**config.mk**
```make
export PLATFORM = sky130hd
export DESIGN_NAME = matmul_result_drain
export DESIGN_NICKNAME = d
export VERILOG_FILES = /design/src/rtl/matmul_result_drain.sv
export SDC_FILE = /design/constraint.sdc
export NUM_CORES = 1
export LEC_CHECK = 0
export CAP_MARGIN = 10
export CELL_PAD_IN_SITES_DETAIL_PLACEMENT = 0
export CELL_PAD_IN_SITES_GLOBAL_PLACEMENT = 2
export CORE_UTILIZATION = 35
export DETAILED_ROUTE_END_ITERATION = 12
export PLACE_DENSITY = 0.85
export SLEW_MARGIN = 40
export SYNTH_ARGS = -nofsm -noshare
export SYNTH_HDL_FRONTEND = slang
export SYNTH_SLANG_ARGS = --single-unit
```
**constraint.sdc**
```tcl
create_clock -name clk -period 35 [get_ports clk]
set_input_delay 10.5 -clock clk [delete_from_list [all_inputs] [get_ports clk]]
set_output_delay 10.5 -clock clk [all_outputs]
set_load 0.02 [all_outputs]
```
**src/rtl/matmul_result_drain.sv**
```systemverilog
// -----------------------------------------------------------------------------
// matmul_result_drain
//
// Purpose:
//   Consumer-side partner of the NxN matrix multiply array. The whole result
//   tile is captured in one cycle into a two-slot ping-pong buffer. Tiles are
//   then streamed out one row per beat over a valid/ready interface, row 0
//   first. The array can deliver the next tile while the current one drains.
//
// Ports:
//   clk         in   rising-edge clock
//   reset       in   synchronous, active-high reset
//   tile_valid  in   results holds a finished tile this cycle
//   tile_ready  out  a buffer slot is free; capture on tile_valid && tile_ready
//   results     in   [row][col] tile of DATA_W-bit signed elements
//   out_valid   out  out_data holds a valid row beat
//   out_ready   in   downstream accepts the beat on out_valid && out_ready
//   out_data    out  [col] elements of the current row (0 while idle)
//   out_row     out  row index of the current beat
//   out_last    out  high on the beat carrying row N-1
//   drop_err    out  sticky: a tile was offered while both slots were full
//
// Build option:
//   DRAIN_SAT16_EN - when defined, each element is arithmetically shifted
//   right by SHIFT and saturated to the signed 16-bit range at capture time.
//   When undefined, elements pass through untouched and SHIFT has no effect.
// -----------------------------------------------------------------------------
module matmul_result_drain #(
  parameter int N      = 4,
  parameter int DATA_W = 32,
  parameter int SHIFT  = 8
) (
  input  logic                                    clk,
  input  logic                                    reset,
  input  logic                                    tile_valid,
  output logic                                    tile_ready,
  input  logic [N-1:0][N-1:0][DATA_W-1:0]         results,
  output logic                                    out_valid,
  input  logic                                    out_ready,
  output logic [N-1:0][DATA_W-1:0]                out_data,
  output logic [((N > 1) ? $clog2(N) : 1)-1:0]    out_row,
  output logic                                    out_last,
  output logic                                    drop_err
);

  localparam int ROW_W = (N > 1) ? $clog2(N) : 1;
  localparam logic [ROW_W-1:0] LAST_ROW = ROW_W'(N - 1);

  typedef enum logic [0:0] {
    ST_IDLE  = 1'b0,
    ST_DRAIN = 1'b1
  } state_t;

  // A shift of DATA_W or more would leave nothing of the element.
  if (SHIFT < 0 || SHIFT >= DATA_W) begin : g_shift_range_check
    $error("matmul_result_drain: SHIFT must be in [0, DATA_W-1]");
  end

  // ---------------------------------------------------------------------------
  // Capture-path element conditioning
  // ---------------------------------------------------------------------------
  logic [N-1:0][N-1:0][DATA_W-1:0] capture_data;

`ifdef DRAIN_SAT16_EN
  localparam logic signed [DATA_W-1:0] SAT_MAX = DATA_W'(32767);
  localparam logic signed [DATA_W-1:0] SAT_MIN = DATA_W'(-32768);
`endif

  for (genvar gi = 0; gi < N; gi++) begin : g_row
    for (genvar gj = 0; gj < N; gj++) begin : g_col
`ifdef DRAIN_SAT16_EN
      logic signed [DATA_W-1:0] shifted;
      assign shifted = $signed(results[gi][gj]) >>> SHIFT;
      assign capture_data[gi][gj] = (shifted > SAT_MAX) ? SAT_MAX :
                                    (shifted < SAT_MIN) ? SAT_MIN : shifted;
`else
      assign capture_data[gi][gj] = results[gi][gj];
`endif
    end
  end

  // ---------------------------------------------------------------------------
  // Ping-pong tile storage (contents need no reset; occupancy qualifies them)
  // ---------------------------------------------------------------------------
  logic [N-1:0][N-1:0][DATA_W-1:0] tile_buf_q [2];

  logic             wr_ptr_q;
  logic             rd_ptr_q;
  logic [1:0]       occ_q;
  logic [1:0]       occ_d;
  logic [ROW_W-1:0] row_q;
  state_t           state_q;
  logic             out_valid_q;
  logic             out_last_q;
  logic             drop_err_q;
  logic             capture;
  logic             pop;

  // Depends on registered occupancy only, never on tile_valid.
  assign tile_ready = (occ_q < 2'd2);
  assign capture    = tile_valid && tile_ready;
  // A tile leaves the buffer when its last row is handshaken.
  assign pop        = out_valid_q && out_ready && (row_q == LAST_ROW);

  always_comb begin
    occ_d = occ_q;
    if (capture && !pop) begin
      occ_d = occ_q + 2'd1;
    end else if (!capture && pop) begin
      occ_d = occ_q - 2'd1;
    end
  end

  always_ff @(posedge clk) begin
    if (capture) begin
      tile_buf_q[wr_ptr_q] <= capture_data;
    end
  end

  // ---------------------------------------------------------------------------
  // Drain state machine with registered outputs
  // ---------------------------------------------------------------------------
  always_ff @(posedge clk) begin
    if (reset) begin
      state_q     <= ST_IDLE;
      occ_q       <= 2'd0;
      wr_ptr_q    <= 1'b0;
      rd_ptr_q    <= 1'b0;
      row_q       <= '0;
      out_valid_q <= 1'b0;
      out_last_q  <= 1'b0;
      drop_err_q  <= 1'b0;
    end else begin
      occ_q <= occ_d;
      if (capture) begin
        wr_ptr_q <= ~wr_ptr_q;
      end
      if (tile_valid && !tile_ready) begin
        drop_err_q <= 1'b1;
      end

      unique case (state_q)
        ST_IDLE: begin
          // Waiting one cycle after occupancy rises keeps tile_ready and the
          // start decision free of any combinational path from tile_valid.
          if (occ_q != 2'd0) begin
            state_q     <= ST_DRAIN;
            out_valid_q <= 1'b1;
            row_q       <= '0;
            out_last_q  <= (N == 1);
          end
        end

        ST_DRAIN: begin
          if (out_ready) begin
            if (row_q == LAST_ROW) begin
              row_q    <= '0;
              rd_ptr_q <= ~rd_ptr_q;
              // Looking at the post-update occupancy lets a tile captured in
              // this very cycle follow without a bubble beat.
              if (occ_d != 2'd0) begin
                out_last_q <= (N == 1);
              end else begin
                state_q     <= ST_IDLE;
                out_valid_q <= 1'b0;
                out_last_q  <= 1'b0;
              end
            end else begin
              row_q      <= row_q + 1'b1;
              out_last_q <= ((row_q + 1'b1) == LAST_ROW);
            end
          end
        end

        default: begin
          state_q     <= ST_IDLE;
          out_valid_q <= 1'b0;
          out_last_q  <= 1'b0;
        end
      endcase
    end
  end

  // ---------------------------------------------------------------------------
  // Outputs
  // ---------------------------------------------------------------------------
  assign out_valid = out_valid_q;
  assign out_row   = row_q;
  assign out_last  = out_last_q;
  assign drop_err  = drop_err_q;
  // Row read is a pure mux of registered state, so it holds during stalls.
  assign out_data  = out_valid_q ? tile_buf_q[rd_ptr_q][row_q] : '0;

endmodule

```
==> results.py <==
metrics = {
    "logic_synthesis": {
        "synth_flop_cell": "edfxtp_1",
        "async_reset_ff_share_pct": 0,
        "synth.most_common_cell": "edfxtp_1",
        "ys_top_cells_by_count": "1,024 x edfxtp_1, 256 x mux2_2, 135 x nor2_1",
        "syn_area_um2": 39600,
        "synth_top_area_share_pct": 77.7,
        "ys_seq_elements": 1035,
        "ys_warn_count": 0,
        "synth_compound_area_share_pct": 3.84,
        "synth_mux_area_share_pct": 14.6,
        "synth_area_leaders": "edfxtp_1 78%, mux2_2 7.3%, mux4_2 7.3%",
        "synthSimpleGateAreaFrac_pct": 1.51,
        "netlist_instances": 1966,
        "syn_area_per_cell_um2": 20.1,
        "synthXorXnorAreaFrac_pct": 0.168,
        "synthAdderAreaFrac_pct": 0.0949,
        "yosys.cell_types.count": 30,
        "synth_seq_area_share_pct": 78.3,
        "syn-num-nets": 2485,
        "synth_top_family_by_area": "multiplexers",
        "synth_edf_count": 1024,
        "synth_area_leader_cell": "edfxtp_1",
    },
    "timing": {
        "fin_ws_ns": 20.17,
        "tightest_slew_ns": 0.861,
        "slew_headroom_pct": 42.6,
        "setup_viol": 0,
        "hold_violations": 0,
        "slew_viol_final": 0,
        "clock_skew_ns": 0.0167,
        "clock.fmax_mhz": 67.4,
        "grt_setup_unrepaired": "false",
        "final.period_utilization_pct": 42.4,
        "min_period_ns": 14.83,
        "fin_tns_setup_ns": 0,
    },
    "final_layout": {
        "instances_no_fill": 4245,
        "finish.instance_area_um2": 51300,
        "drive_gt1_share_pct": 21.3,
        "regArea_um2": 31000,
        "syn_to_final_growth_pct": 29.7,
        "largest_register_ffs": 1024,
        "multi_input_area_um2": 8020,
        "fillers": 9329,
        "top_register": "tile_buf_q",
        "utilization_pct": 46.0,
        "nets": 3161,
    },
    "die": {
        "chipWidth_um": 338,
        "num_rows": 122,
        "initial_core_util_pct": 35.5,
        "io_pins": 650,
        "core_um2": 111000,
        "dieHeight_um": 338,
        "fp.dieArea_um2": 114000,
    },
    "critical_path": {
        "path_max_fanout": 52,
        "cpPeakStageDelay_ns": 0.64,
        "path_class": "reg -> out",
        "timing.rr.start": "occ_q[1]",
        "cpMaxStageDelayCell": "dfxtp_4",
        "worstPathCellList": "buf_12 > buf_6 > buf_4 > mux4_2 > o22ai_1 > nor2_1 > clkdlybuf4s50_1",
        "r2r_cells": 5,
        "crit_required_ns": 24.50,
        "critPathLaunchType": "flip-flop",
        "crit_end": "out_data[41]",
        "cp.arrival_ns": 4.33,
        "timing.rr.end": "tile_buf_q[1][159]",
        "endpoint_kind": "output pin",
        "reg2reg_slack_ns": 31.31,
    },
    "grt": {
        "grt_util_all_layers_pct": 17.0,
        "grt_max_degree": 157,
        "grt_pass1_vias": 23000,
        "grt_antenna_before_repair": 41,
        "grt_pass1_wl_mm": 146,
        "grt_overflow": 0,
    },
    "detailed_routing": {
        "wl_mm": 99.7,
        "routedWlPerCell_um": 23.5,
        "vias_per_cell": 5.01,
        "vias": 21200,
        "drt-pass1-iter-count": 5,
        "drc_errors": 0,
        "ant_nets": 0,
        "drt_iter0_markers": 1496,
    },
    "cts": {
        "cts_resized": 0,
        "cts_tree": "yes",
        "clkTransAtPathRegs_ns": 0.06,
        "cts-root-buf": "clkbuf_16",
        "clk_latency_ns": 0.68,
        "clock_sinks": 1035,
        "htree_num_levels": 3,
        "cts_setup_buffers": 0,
        "cts-hold-fix-buffers": 0,
        "clock_path_buffers": 3,
        "cts_made_buffers": 108,
    },
    "placement": {
        "hpwl_mm": 63.9,
        "place_ws_ns": 20.08,
        "postPlaceCellArea_um2": 47700,
        "place_inst": 4017,
        "io_buffers": 649,
        "gp_congestion": 0.812,
    },
    "worst_hold_path": {
        "min_path_type": "reg -> reg",
    },
    "job": {
        "maxCapViolCount": 0,
    },
    "power_and_ir_drop": {
        "irDropWorstVdd_v": 0.0000464,
        "power.density_nw_per_um2": 66.6,
        "p_leak_nw": 16.2,
    },
    "run_status": {
        "status": "finished clean",
    },
}
## cell type report
class / instances / share of cell area (%)
inverters: 3 / 0.0219
well taps: 1488 / 3.63
multi-input cells: 812 / 15.6
diodes: 25 / 0.122
flip-flops and latches: 1035 / 60.4
clock inverters: 69 / 1.12
clock buffers: 131 / 5.58
repair buffers: 682 / 13.5
## layout by cell type, fill, tap and decap left out, types with 2 or more instances in the layout
cell type        synthesis  layout
o21ai_0                130     129
and3_1                   2       2
o21ai_1                  1       2
a41oi_1                  2       2
clkdlybuf4s50_1          0     649
clkbuf_8                 0       4
or2_2                    2       2
bufinv_16                0       8
dfxtp_4                  0       4
buf_4                    5       5
clkinv_1                 0      27
buf_8                    0       2
buf_12                   0       5
buf_6                   13      18
xnor2_1                  4       4
mux4_2                 128     128
o22ai_1                128     128
diode_2                  0      25
edfxtp_1              1024    1024
dfxtp_1                 11       7
a21oi_1                  6       6
clkbuf_16                0     110
inv_1                    3       3
nor2_1                 135     135
inv_6                    0       4
clkinv_8                 0       2
buf_16                   0       2
nor2b_1                  4       3
mux2_2                 256     256
ha_1                     3       3
nand3_1                  2       2
clkinvlp_4               0       2
clkinv_2                 0      24
clkbuf_1                62      18
## routing by layer
metal	global-route usage [%]	share of wire [%]
met5	0	0.23
met4	7.27	3.3
met3	4.88	7.3
met2	28.7	51
met1	20.3	39
## worst max-delay path, delay by kind of cell, from the launching register on
family	cells	cell delay, ns
AOI/OAI and AO/OA	1	0.22
buffers and inverters	4	2.02
muxes	1	0.59
DFF	1	0.64
and+or+nand+nor	1	0.06
## cell families after synthesis
logic type,Yosys count
flops,1035
simple gates,150
xor+xnor,6
fa+ha+maj,3
mux,384
compound gates,269
buf+inv,119
## worst min-delay path by stage
| stage | start | slack [ns] | cells after the start | endpoint |
|---|---|---|---|---|
| after floorplan | rd_ptr_q | 0.48 | 2 | flip-flop |
| after global placement | out_last | 0.48 | 2 | out_last |
| after detailed placement | out_last | 0.48 | 2 | out_last |
| after CTS | out_last | 0.49 | 2 | out_last |
| after global routing | out_last | 0.53 | 2 | out_last |
| final | out_last | 0.50 | 2 | out_last |
## power by group
part | switching (W) | internal, W | leakage, nW | total, W
Sequential | 0.0000543 | 0.00163 | 9.61 | 0.00168
Clock | 0.000469 | 0.000640 | 1.69 | 0.00111
Combinational | 0.000356 | 0.000273 | 4.86 | 0.000629
## through the flow
step                      hold WS (ns)  power [W]
after floorplan                  0.481    0.00224
after global placement           0.476    0.00230
after detailed placement         0.484    0.00234
after CTS                        0.492    0.00345
after global routing             0.527    0.00355
final                            0.502    0.00342
Power figures use the tool's default switching activity.
